**src/rtl/flex_down_timer_if.sv**
```systemverilog
// Control/status bundle between a controlling FSM (master) and flex_down_timer (slave).
// prescale_val exists only when FLEX_DOWN_TIMER_PRESCALE_EN is defined.
interface flex_down_timer_if #(
    parameter int unsigned NUM_CNT_BITS = 4
`ifdef FLEX_DOWN_TIMER_PRESCALE_EN
    ,
    parameter int unsigned PRESCALE_BITS = 4
`endif
);
    logic                     clear;
    logic                     start;
    logic [NUM_CNT_BITS-1:0]  load_val;
    logic                     count_enable;
    logic                     auto_reload;
`ifdef FLEX_DOWN_TIMER_PRESCALE_EN
    logic [PRESCALE_BITS-1:0] prescale_val;
`endif
    logic [NUM_CNT_BITS-1:0]  count_out;
    logic                     busy;
    logic                     done;

`ifdef FLEX_DOWN_TIMER_PRESCALE_EN
    modport master (
        output clear, start, load_val, count_enable, auto_reload, prescale_val,
        input  count_out, busy, done
    );
    modport slave (
        input  clear, start, load_val, count_enable, auto_reload, prescale_val,
        output count_out, busy, done
    );
`else
    modport master (
        output clear, start, load_val, count_enable, auto_reload,
        input  count_out, busy, done
    );
    modport slave (
        input  clear, start, load_val, count_enable, auto_reload,
        output count_out, busy, done
    );
`endif
endinterface

```
**src/rtl/flex_down_timer.sv**
```systemverilog
// Loadable down-counting timer with start/busy/done handshake and optional auto-reload.
// Optional prescaler enabled by defining FLEX_DOWN_TIMER_PRESCALE_EN.
module flex_down_timer #(
    parameter int unsigned NUM_CNT_BITS = 4
`ifdef FLEX_DOWN_TIMER_PRESCALE_EN
    ,
    parameter int unsigned PRESCALE_BITS = 4
`endif
) (
    input  logic              clk,
    input  logic              n_rst,
    flex_down_timer_if.slave  bus
);
    typedef enum logic {IDLE, RUN} state_t;

    state_t                  state_q, state_d;
    logic [NUM_CNT_BITS-1:0] count_q, count_d;
    logic                    busy_q, busy_d;
    logic                    done_q, done_d;
    logic                    dec_tick;

`ifdef FLEX_DOWN_TIMER_PRESCALE_EN
    logic [PRESCALE_BITS-1:0] presc_q, presc_d;

    // Prescaler advances only on enabled RUN cycles; clear/start override below.
    always_comb begin
        presc_d  = presc_q;
        dec_tick = 1'b0;
        if (state_q == RUN && bus.count_enable) begin
            if (presc_q == bus.prescale_val) begin
                presc_d  = '0;
                dec_tick = 1'b1;
            end else begin
                presc_d = presc_q + PRESCALE_BITS'(1);
            end
        end
        if (bus.clear || bus.start) begin
            presc_d = '0;
        end
    end
`else
    always_comb begin
        dec_tick = (state_q == RUN) && bus.count_enable;
    end
`endif

    always_comb begin
        state_d = state_q;
        count_d = count_q;
        done_d  = 1'b0;
        if (bus.clear) begin
            state_d = IDLE;
            count_d = '0;
        end else if (bus.start) begin
            count_d = bus.load_val;
            if (bus.load_val != '0) begin
                state_d = RUN;
            end else begin
                state_d = IDLE;
                done_d  = 1'b1;
            end
        end else if (dec_tick) begin
            if (count_q > NUM_CNT_BITS'(1)) begin
                count_d = count_q - NUM_CNT_BITS'(1);
            end else begin
                // Expiry: reload keeps running unless the reload period is zero.
                done_d = 1'b1;
                if (bus.auto_reload && bus.load_val != '0) begin
                    count_d = bus.load_val;
                end else begin
                    count_d = '0;
                    state_d = IDLE;
                end
            end
        end
        busy_d = (state_d == RUN);
    end

    always_ff @(posedge clk or negedge n_rst) begin
        if (!n_rst) begin
            state_q <= IDLE;
            count_q <= '0;
            busy_q  <= 1'b0;
            done_q  <= 1'b0;
`ifdef FLEX_DOWN_TIMER_PRESCALE_EN
            presc_q <= '0;
`endif
        end else begin
            state_q <= state_d;
            count_q <= count_d;
            busy_q  <= busy_d;
            done_q  <= done_d;
`ifdef FLEX_DOWN_TIMER_PRESCALE_EN
            presc_q <= presc_d;
`endif
        end
    end

    assign bus.count_out = count_q;
    assign bus.busy      = busy_q;
    assign bus.done      = done_q;
endmodule

```
**src/flat_wrapper.sv**
```systemverilog
// flat-port wrapper written by rule: the top's interface ports become plain ports
module flex_down_timer_flat 
#(
    parameter int unsigned NUM_CNT_BITS = 4

)
  (clk, n_rst, bus_clear, bus_start, bus_load_val, bus_count_enable, bus_auto_reload, bus_count_out, bus_busy, bus_done);
  flex_down_timer_if #(.NUM_CNT_BITS(NUM_CNT_BITS)) bus_i ();
  input  logic clk;
  input  logic n_rst;
  input wire logic [$bits(bus_i.clear)-1:0] bus_clear;
  input wire logic [$bits(bus_i.start)-1:0] bus_start;
  input wire logic [$bits(bus_i.load_val)-1:0] bus_load_val;
  input wire logic [$bits(bus_i.count_enable)-1:0] bus_count_enable;
  input wire logic [$bits(bus_i.auto_reload)-1:0] bus_auto_reload;
  output wire logic [$bits(bus_i.count_out)-1:0] bus_count_out;
  output wire logic [$bits(bus_i.busy)-1:0] bus_busy;
  output wire logic [$bits(bus_i.done)-1:0] bus_done;
  assign bus_i.clear = bus_clear;
  assign bus_i.start = bus_start;
  assign bus_i.load_val = bus_load_val;
  assign bus_i.count_enable = bus_count_enable;
  assign bus_i.auto_reload = bus_auto_reload;
  assign bus_count_out = bus_i.count_out;
  assign bus_busy = bus_i.busy;
  assign bus_done = bus_i.done;
  flex_down_timer #(.NUM_CNT_BITS(NUM_CNT_BITS)) u_core (.clk(clk), .n_rst(n_rst), .bus(bus_i));
endmodule
```
**config.mk**
```make
export PLATFORM = sky130hd
export DESIGN_NAME = flex_down_timer_flat
export DESIGN_NICKNAME = d
export VERILOG_FILES = /design/src/rtl/flex_down_timer_if.sv /design/src/rtl/flex_down_timer.sv /design/src/flat_wrapper.sv
export SDC_FILE = /design/constraint.sdc
export NUM_CORES = 1
export LEC_CHECK = 0
export BUFFER_PORTS_ARGS = -buffer_cell sky130_fd_sc_hd__buf_2
export CAP_MARGIN = 20
export CELL_PAD_IN_SITES_DETAIL_PLACEMENT = 1
export CELL_PAD_IN_SITES_GLOBAL_PLACEMENT = 1
export CORE_MARGIN = 4
export CORE_UTILIZATION = 24
export CTS_BUF_LIST = sky130_fd_sc_hd__clkbuf_2
export DETAILED_ROUTE_END_ITERATION = 12
export HOLD_SLACK_MARGIN = 0.03
export PLACE_DENSITY_LB_ADDON = 0.1
export SYNTH_ARGS = -nofsm -noshare
export SYNTH_HDL_FRONTEND = slang
export SYNTH_SLANG_ARGS = --single-unit
```
**constraint.sdc**
```tcl
create_clock -name clk -period 1.8 [get_ports clk]
set_clock_uncertainty 0.15 [all_clocks]
set_input_delay 0.18 -clock clk [delete_from_list [all_inputs] [get_ports clk]]
set_output_delay 0.18 -clock clk [all_outputs]
set_load 0.1 [all_outputs]
```
==> results.py <==
metrics = {
    "timing": {
        "hold_viol": 0,
        "finalCritPeriodShare_pct": 95.7,
        "worst_pin_slew_ps": 487,
        "slew_viol_final": 0,
        "min_period_ps": 1720,
        "slew_headroom_pct": 67.8,
        "rsz0062_at_grt": "yes",
        "setup_viol": 0,
        "fmax_mhz": 580,
    },
    "floorplan": {
        "num_rows": 15,
        "die_y_um": 50.3,
        "coreArea_mm2": 0.00171,
        "die_x_um": 50.3,
        "initial_core_util_pct": 25.1,
        "io_pins": 16,
        "die_area_mm2": 0.00253,
    },
    "routing": {
        "first_pass_iters": 4,
        "viasPerCell": 5.09,
        "postRouteAntennaNets": 0,
        "wl_per_cell_um": 15.6,
        "drc": 0,
        "drt_iter0_markers": 8,
        "vias": 489,
        "wl_um": 1500,
    },
    "synth": {
        "ys_types": 26,
        "syn-num-nets": 64,
        "synthAdderAreaFrac_pct": 5.83,
        "synth_top_family_by_area": "simple AND/OR/NAND/NOR gates",
        "syn_area_um2": 429,
        "yosysWarnings": 0,
        "synth-compound-area-share_pct": 25.1,
        "synth_top_area_cell": "dfrtp_1",
        "synth-simple-area-share_pct": 27.4,
        "synth_area_leaders": "dfrtp_1 (35%), a21oi_1 (9.3%), ha_1 (5.8%)",
        "yosysTopAreaCellShare_pct": 35.0,
        "synth_xor_area_share_pct": 0,
        "syn_inst": 52,
        "synth_area_per_cell_um2": 8.25,
        "synthMuxAreaShare_pct": 2.33,
        "seq_area_frac_synth_pct": 35.0,
        "ys_ff_latch": 6,
    },
    "global_routing": {
        "grt_pass1_vias": 495,
        "grt-ovfl-total": 0,
        "grtUsageTotal_pct": 13.7,
        "grt_max_degree": 17,
        "antenna_found_initial": 0,
        "grt_first_pass_wirelength_um": 2640,
    },
    "placement": {
        "dpl.hpwl_um": 1140,
        "port_buffers": 15,
        "placed_cell_area_um2": 578,
        "dp_cells": 90,
        "place.gp.congestion": 0.745,
    },
    "final_layout": {
        "fin_util_pct": 36.6,
        "synthToLayoutAreaGrowth_pct": 45.8,
        "final_layout_size_suffix_gt1_share_pct": 46.5,
        "final_cell_mix": "buf_2 (15), a21oi_1 (8), nand2_1 (4), clkbuf_2 (4), dfrtp_2 (3)",
        "design_area_um2": 626,
        "antenna_cells": 0,
        "fillers": 212,
        "fin_cells": 96,
        "final_common_cell": "buf_2",
        "layout.nets": 84,
    },
    "cts": {
        "cts_tree": "done",
        "cts_num_sinks": 6,
        "htreeDepth": 1,
        "cts-buffers-inserted": 3,
        "insertion_delay_ps": 240,
        "clockBufferDepth": 2,
        "clock_tree.root_cell": "clkbuf_2",
        "path_clk_slew_ps": 90,
    },
    "power_and_ir_drop": {
        "p_leak_nw": 0.258,
        "swShare_pct": 44.7,
        "power_density_mw_per_mm2": 774,
        "combPwrFrac_pct": 41.0,
        "ir_worst_vdd_uv": 319,
        "clock_power_share_pct": 25.1,
        "seqPwrFrac_pct": 34.0,
        "internal_power_w": 0.000268,
        "power.net_switching_w": 0.000216,
    },
    "setup_path": {
        "startpoint": "u_core.bus.count_out[0]$_DFFE_PN0P_",
        "crit_path_start_kind": "register",
        "timing.rr.start": "u_core.bus.count_out[0]$_DFFE_PN0P_",
        "critPathSlowestCell": "dfrtp_4",
        "critical-path-top-delay-family": "simple AND/OR/NAND/NOR gates",
        "critPathRequiredTime_ps": 1810,
        "cpPeakStageDelay_ps": 470,
        "worstSetupEndpointType": "register",
        "cp_cell_sequence": "inv_4, ha_4, nor2_4, nor3_2, or4_1, a31oi_1",
        "path_buf_inv": 1,
        "criticalPathCategory": "reg -> reg",
        "crit_fanout": 5,
        "cp.arrival_ps": 1740,
    },
    "min_path": {
        "hp-start": "bus_clear",
        "hold_path.class": "in -> reg",
    },
    "run_status": {
        "status": "completed",
    },
    "flow_run": {
        "drv_cap": 0,
    },
}
[synth_stat cells, drive strengths merged]
cell and number:
or4 1, mux2i 1, o21bai 1, nand2 4
nor2 3, o21ai 1, o21a 2, nor3 3
clkbuf 2, nand2b 1, a21oi 8, nor2b 1
ha 2, nand4 1, or2 1, inv 3
a211o 1, a31oi 2, nor4b 1, and2 2
nor4 2, nand3b 1, a32o 1, o31a 1
dfrtp 6
[path summary, 6_finish.rpt]
check                                                      end  slack [ps]  cells past startpoint
max reg2reg                u_core.bus.count_out[0]$_DFFE_PN0P_          80                      6
min reg2reg                         u_core.state_q$_DFFE_PN0P_         520                      3
min in group asynchronous  u_core.bus.count_out[0]$_DFFE_PN0P_         140                      2
max                        u_core.bus.count_out[0]$_DFFE_PN0P_          80                      6
max in group asynchronous  u_core.bus.count_out[2]$_DFFE_PN0P_        1170                      2
min                        u_core.bus.count_out[0]$_DFFE_PN0P_          50                      2
[cells by family after synthesis]
| family | count (synthesis) |
|---|---|
| adders and majority gates | 2 |
| AOI/OAI and AO/OA | 17 |
| muxes | 1 |
| buffers and inverters | 5 |
| DFF | 6 |
| and+or+nand+nor | 21 |
[power groups by stage]
stage	logic (W)	registers, W	clock network, W
2_1_floorplan	0.0000750	0.000234	0
3_3_place_gp	0.000190	0.000167	0
3_5_place_dp	0.000193	0.000167	0
4_1_cts	0.000195	0.000164	0.000126
5_1_grt	0.000214	0.000167	0.000135
6_report	0.000198	0.000164	0.000121
[state kept, by name, indices dropped and copies added, names as in the netlist]
name / count
u_core.bus.count_out: 4
u_core.bus.done: 1
u_core.state_q: 1
[per-layer routing]
layer  part of all wire, %  vias up  routed length (um)  global-route usage [%]
met2                    49       12                 729                    21.1
li1                      -      234                   -                       -
met1                    46      243                 693                    18.2
met5                     0        -                   0                       0
met4                     0        0                   0                    2.76
met3                   4.9        0                  74                    5.04
[area by class of cell]
cell class	count	area, um2	area share [%]
Clock buffer	4	20.0	3.20
Tap cell	25	31.3	5.00
Sequential cell	6	161	25.8
Timing Repair Buffer	17	92.6	14.8
Inverter	3	16.3	2.60
Multi-Input combinational cell	41	304	48.6
[per-stage QoR]
step	power (W)	worst slack, ps	setup TNS [ps]	hold slack (ps)
after floorplan	0.000309	-27.7	-27.7	-266
after global placement	0.000357	108	0	-122
after detailed placement	0.000360	76.1	0	-130
after CTS	0.000486	53.0	0	34.2
after global routing	0.000515	-30.8	-52.7	34.4
final	0.000484	77.1	0	46.9
[what timing repair did]
item | CTS | global route
endpoints found under the setup margin | 0 | 2
gates resized for setup | 0 | 1
setup buffers | 0 | 1
hold buffers | 1 | 0
hold endpoints to repair | 6 | 0
No activity file was read; power rests on OpenSTA's default activity.
